--- config.mk ---
export PLATFORM = sky130hd
export DESIGN_NAME = routine_scan_flat
export DESIGN_NICKNAME = d
export VERILOG_FILES = /design/src/rtl/routine_pkg.sv /design/src/rtl/routine_scan_if.sv /design/src/rtl/seg7_hex_decoder.sv /design/src/rtl/routine_scan.sv /design/src/flat_wrapper.sv
export SDC_FILE = /design/constraint.sdc
export NUM_CORES = 1
export LEC_CHECK = 0
export ABC_AREA = 1
export CORE_ASPECT_RATIO = 0.8
export CORE_UTILIZATION = 30
export DETAILED_ROUTE_END_ITERATION = 8
export PLACE_DENSITY = 0.54
export SYNTH_ARGS = -nofsm -noshare
export SYNTH_HDL_FRONTEND = slang
export SYNTH_HIERARCHICAL = 1
export SYNTH_SLANG_ARGS = --single-unit
--- constraint.sdc ---
create_clock -name clk -period 3.7 [get_ports clk]
set_input_delay 0.74 -clock clk [delete_from_list [all_inputs] [get_ports clk]]
set_output_delay 0.74 -clock clk [all_outputs]
set_load 0.01 [all_outputs]
--- src/rtl/routine_pkg.sv ---
// routine_pkg: shared routine-bus layout and 7-segment glyphs used by all routine sources.
`default_nettype none

package routine_pkg;

    localparam int ROUTINE_W   = 47;
    localparam int AWAIT_BIT   = 46;
    localparam int LED_RED_LSB = 36;
    localparam int LED_GRN_LSB = 28;
    localparam int DISP3_LSB   = 21;
    localparam int DISP2_LSB   = 14;
    localparam int DISP1_LSB   = 7;
    localparam int DISP0_LSB   = 0;

    // Active-low segments, bit order gfedcba, indexed by hex value
    localparam logic [6:0] SEG_HEX [16] = '{
        7'b1000000, 7'b1111001, 7'b0100100, 7'b0110000,
        7'b0011001, 7'b0010010, 7'b0000010, 7'b1111000,
        7'b0000000, 7'b0010000, 7'b0001000, 7'b0000011,
        7'b1000110, 7'b0100001, 7'b0000110, 7'b0001110
    };

    typedef enum logic [1:0] {
        SCAN_UP   = 2'd0,
        SCAN_DOWN = 2'd1,
        SCAN_DONE = 2'd2
    } scan_state_t;

endpackage

`default_nettype wire

--- src/rtl/routine_scan_if.sv ---
// routine_scan_if: routine bus from a routine source to the decoder, plus the decoder's restart pulse.
`default_nettype none

interface routine_scan_if;
    import routine_pkg::*;

    logic                 restart;
    logic [ROUTINE_W-1:0] routine;

    modport master (output restart, input routine);
    modport slave  (input restart, output routine);

endinterface

`default_nettype wire

--- src/rtl/seg7_hex_decoder.sv ---
// seg7_hex_decoder: 4-bit hex value to active-low gfedcba 7-segment pattern.
`default_nettype none

module seg7_hex_decoder
    import routine_pkg::*;
(
    input  wire logic [3:0] hex,
    output logic      [6:0] seg
);

    assign seg = SEG_HEX[hex];

endmodule

`default_nettype wire

--- src/rtl/routine_scan.sv ---
// routine_scan: bouncing red-LED scanner routine with hex pass counter and completion flag.
`default_nettype none

module routine_scan
    import routine_pkg::*;
#(
    parameter int TICK_DIV = 5000000,
    parameter int PASSES   = 4
) (
    input  wire logic       clk,
    input  wire logic       rst_n,
    routine_scan_if.slave   bus
);

    localparam int            PW        = $clog2(TICK_DIV);
    localparam logic [PW-1:0] TICK_LAST = PW'(TICK_DIV - 1);
    localparam logic [15:0]   PASS_LAST = 16'(PASSES);

    scan_state_t   state, state_nxt;
    logic [PW-1:0] prescaler, prescaler_nxt;
    logic [3:0]    pos, pos_nxt;
    logic [15:0]   passes, passes_nxt;

    logic          step;
    logic          done;
    logic          dir;
    logic [9:0]    led_red;
    logic [7:0]    led_grn;
    logic [6:0]    disp [4];

    assign step = (prescaler == TICK_LAST);

    always_ff @(posedge clk or negedge rst_n) begin
        if (!rst_n) begin
            state     <= SCAN_UP;
            prescaler <= '0;
            pos       <= 4'd0;
            passes    <= 16'd0;
        end else begin
            state     <= state_nxt;
            prescaler <= prescaler_nxt;
            pos       <= pos_nxt;
            passes    <= passes_nxt;
        end
    end

    // Restart wins over any step or completion landing on the same edge
    always_comb begin
        state_nxt     = state;
        prescaler_nxt = prescaler;
        pos_nxt       = pos;
        passes_nxt    = passes;
        if (bus.restart) begin
            state_nxt     = SCAN_UP;
            prescaler_nxt = '0;
            pos_nxt       = 4'd0;
            passes_nxt    = 16'd0;
        end else if (state != SCAN_DONE) begin
            prescaler_nxt = step ? '0 : prescaler + 1'b1;
            if (step) begin
                case (state)
                    SCAN_UP: begin
                        if (pos == 4'd9) begin
                            state_nxt = SCAN_DOWN;
                            pos_nxt   = 4'd8;
                        end else begin
                            pos_nxt = pos + 4'd1;
                        end
                    end
                    SCAN_DOWN: begin
                        pos_nxt = pos - 4'd1;
                        if (pos == 4'd1) begin
                            passes_nxt = passes + 16'd1;
                            state_nxt  = (passes + 16'd1 == PASS_LAST) ? SCAN_DONE : SCAN_UP;
                        end
                    end
                    default: state_nxt = SCAN_UP;
                endcase
            end
        end
    end

    always_comb begin
        done    = (state == SCAN_DONE);
        dir     = (state == SCAN_DOWN);
        led_red = 10'd1 << pos;
        led_grn = {done, 5'b00000, dir && !done, !dir && !done};
    end

    for (genvar i = 0; i < 4; i++) begin : g_digit
        seg7_hex_decoder u_dec (
            .hex (passes[4*i +: 4]),
            .seg (disp[i])
        );
    end

    assign bus.routine = {!done, led_red, led_grn, disp[3], disp[2], disp[1], disp[0]};

endmodule

`default_nettype wire

--- src/flat_wrapper.sv ---
// flat-port wrapper written by rule: the top's interface ports become plain ports
module routine_scan_flat import routine_pkg::*;
#(
    parameter int TICK_DIV = 5000000,
    parameter int PASSES   = 4
)
  (clk, rst_n, bus_restart, bus_routine);
  routine_scan_if bus_i ();
  input  wire logic clk;
  input  wire logic rst_n;
  input wire logic [$bits(bus_i.restart)-1:0] bus_restart;
  output wire logic [$bits(bus_i.routine)-1:0] bus_routine;
  assign bus_i.restart = bus_restart;
  assign bus_routine = bus_i.routine;
  routine_scan #(.TICK_DIV(TICK_DIV), .PASSES(PASSES)) u_core (.clk(clk), .rst_n(rst_n), .bus(bus_i));
endmodule
==> impl_metrics.tcl <==
set metrics [dict create \
    status "finished, final reports clean" \
    clock_path_buffers 2 \
    critPathLaunchType "flop" \
    swShare 0.364 \
    synthCells 623 \
    maxSlewHeadroom 0.307 \
    cpMostUsedCell "nand2_1" \
    finalNonFillerCells 836 \
    hold_viol 0 \
    syn_area_per_cell_sq_um 6.86 \
    critPathRequiredTime_ns 2.96 \
    async_flop_share 1.00 \
    grt_overflow_total 0 \
    hp-class "reg2reg" \
    grt_max_degree 46 \
    synth_top_area_frac 0.263 \
    switchingPower_uw 610 \
    post_cts_resized 0 \
    leakage_uw 0.00219 \
    slowest_delay_ns 0.59 \
    fillerInstances 1480 \
    synth_ff_type "dfrtp_1" \
    n_antenna_cell 0 \
    worstSkewPairLatency_ns 0.29 \
    drive_gt1_frac 0.105 \
    drt_iter0_drc 205 \
    p_per_area_nw_per_um2 341 \
    cp.arrival_ns 2.14 \
    start_util 0.311 \
    rows 38 \
    vias 3949 \
    detail-route-antenna-nets 0 \
    post_cts_buffers 0 \
    portBuffers 44 \
    ctsHoldBuffers 0 \
    grt_pass1_vias 3709 \
    fmax_mhz 347 \
    end_kind "output port" \
    antenna_found_initial 0 \
    routedWlPerCell_microns 11.4 \
    core_area_sq_um 13700 \
    path_class "reg2out" \
    die_x_microns 135 \
    synth.cell_area_sq_um 4280 \
    top_level_ports 50 \
    ys_ff_latch 45 \
    post-route-period-util 0.779 \
    p_int_uw 1070 \
    via_per_inst 4.72 \
    synth_area_leaders "dfrtp_1 26%, nand2_1 16%, ha_1 12%" \
    grtUsageTotal 0.140 \
    vdd_drop_max_mv 0.237 \
    setup_violations 0 \
    p_seq_frac 0.366 \
    clock-sinks 45 \
    clk_pin_slew_worst_paths_ns 0.06 \
    grt_first_pass_wirelength_mm 16.9 \
    synth_largest_area_cell "dfrtp_1" \
    crit_chain "inv_1 -> ha_1 -> nand2_1 -> nand3_1 -> nand2_1 -> clkdlybuf4s50_1" \
    tightest_slew_ns 1.04 \
    gp_congestion 0.832 \
    finalSetupTns_ns 0 \
    clock_skew_ns 0.00575 \
    cts_made_buffers 5 \
    rsz0062_at_grt "false" \
    min_period_ns 2.88 \
    dieArea_sq_um 14700 \
    h-tree-depth 2 \
    crit_slowest_cell "dfrtp_1" \
    ys_seq_area_frac 0.263 \
    maxSlewViolCount 0 \
    synth_edf_count 0 \
    die_h_microns 109 \
    yosys_warnings 6 \
    post-place-cells 829 \
    hpwl_mm 7.29 \
    cts-root-buf "clkbuf_16" \
    cts_tree "done" \
    area_delta_synth_final_pct 15.1 \
    drt_pass1_iterations 5 \
    synth_cell_types 39 \
    drc 0 \
    final_nets 700 \
    clock_power_share 0.265 \
    power_frac_comb 0.368 \
    drt-total-wl_mm 9.54 \
    crit_fanout 10 \
    cap_violations 0 \
]
==> stage by stage <==
stage               hold WS, ns   util  instance area, sq um  power [uW]  worst slack [ns]
floorplan                 0.444      -                  4290        1010              1.79
global placement          0.496  0.348                  4780        1240              1.16
detailed placement        0.510  0.348                  4780        1240              1.12
CTS                       0.533  0.358                  4920        1700             0.810
global route              0.551  0.358                  4920        1800             0.682
finish                    0.524  0.358                  4920        1680             0.818
==> layout by cell type, fill, tap and decap left out, types with 3 or more instances in the layout <==
master           Yosys  routed
a21oi_1              9       9
clkbuf_16            0       5
clkdlybuf4s50_1      0      43
conb_1               1       5
dfrtp_1             45      45
ha_1                41      41
inv_1               67      67
inv_2                8       8
nand2_1            179     179
nand2_2             13      13
nand3_1             63      63
nand3_2              5       5
nand4_1             11      11
nor2_1              52      52
nor2_2               5       5
nor2_4               4       4
nor3_1              19      19
nor3b_1              3       3
o21ai_0             20      20
o21ai_1              9       9
o21ai_2             16      16
xnor2_1              7       7
xor2_1               7       7
==> power by group through the flow <==
stage	logic, uW	registers (uW)	clock network (uW)
after floorplan	430	577	0
after global placement	622	622	0
after detailed placement	619	622	0
after CTS	623	614	464
after global routing	696	624	476
final	618	614	445
==> logic make-up after synthesis <==
family / after synthesis / synth area share
and+or+nand+nor: 363 / 0.389
other: 1 / 0.000877
AOI/OAI and AO/OA: 58 / 0.0863
DFF: 45 / 0.263
muxes: 1 / 0.00234
adders and majority gates: 41 / 0.120
xor gates and xnor gates: 14 / 0.0287
buffers and inverters: 100 / 0.110
==> final timing paths <==
kind / startpoint / cells past startpoint / endpoint / slack (ns)
min in group asynchronous: rst_n / 1 / u_core/prescaler[8] / 0.64
worst min register to register: u_core/prescaler[1] / 2 / u_core/prescaler[1] / 0.52
max in group asynchronous: rst_n / 1 / u_core/passes[5] / 2.42
worst max register to register: u_core/pos[1] / 7 / u_core/passes[5] / 1.74
worst max-delay path: u_core/passes[9] / 6 / bus_routine[17] / 0.82
worst min-delay path: u_core/prescaler[1] / 2 / u_core/prescaler[1] / 0.52
==> synthesized netlist by cell type (7+ instances only) <==
| cell | number |
|---|---|
| o21ai_0 | 20 |
| ha_1 | 41 |
| buf_4 | 8 |
| nor3_1 | 19 |
| nand3_1 | 63 |
| a21oi_1 | 9 |
| dfrtp_1 | 45 |
| buf_6 | 7 |
| nand2_2 | 13 |
| inv_2 | 8 |
| nand2_1 | 179 |
| o21ai_1 | 9 |
| o21ai_2 | 16 |
| xnor2_1 | 7 |
| nor2_1 | 52 |
| xor2_1 | 7 |
| inv_1 | 67 |
| nand4_1 | 11 |
==> flip-flops by register name, summed over array words and instances, names as in the netlist <==
name              flops
u_core/passes        16
u_core/state          2
u_core/pos            4
u_core/prescaler     23
==> layer usage <==
layer / share of wire / track usage / up-vias
li1: - / - / 2052
met5: 0 / 0 / -
met3: 0.034 / 0.0228 / 7
met1: 0.50 / 0.187 / 1823
met4: 0.0071 / 0.0273 / 0
met2: 0.46 / 0.237 / 67
==> critical path: cells and delay by family, from the launching register on <==
| kind | cells | cell delay [ns] |
|---|---|---|
| adders and majority gates | 1 | 0.33 |
| buffers and inverters | 2 | 0.72 |
| DFF | 1 | 0.59 |
| and+or+nand+nor | 3 | 0.21 |
==> final cells by class <==
type                       instances  area (sq um)  area share
inverter                          78           298      0.0605
sequential                        45          1130       0.229
tap                              180           225      0.0457
multi-input combinational        482          2700       0.548
timing repair buffer              44           435      0.0884
clock buffer                       7           143      0.0290
No activity file was read; power rests on OpenSTA's default activity.
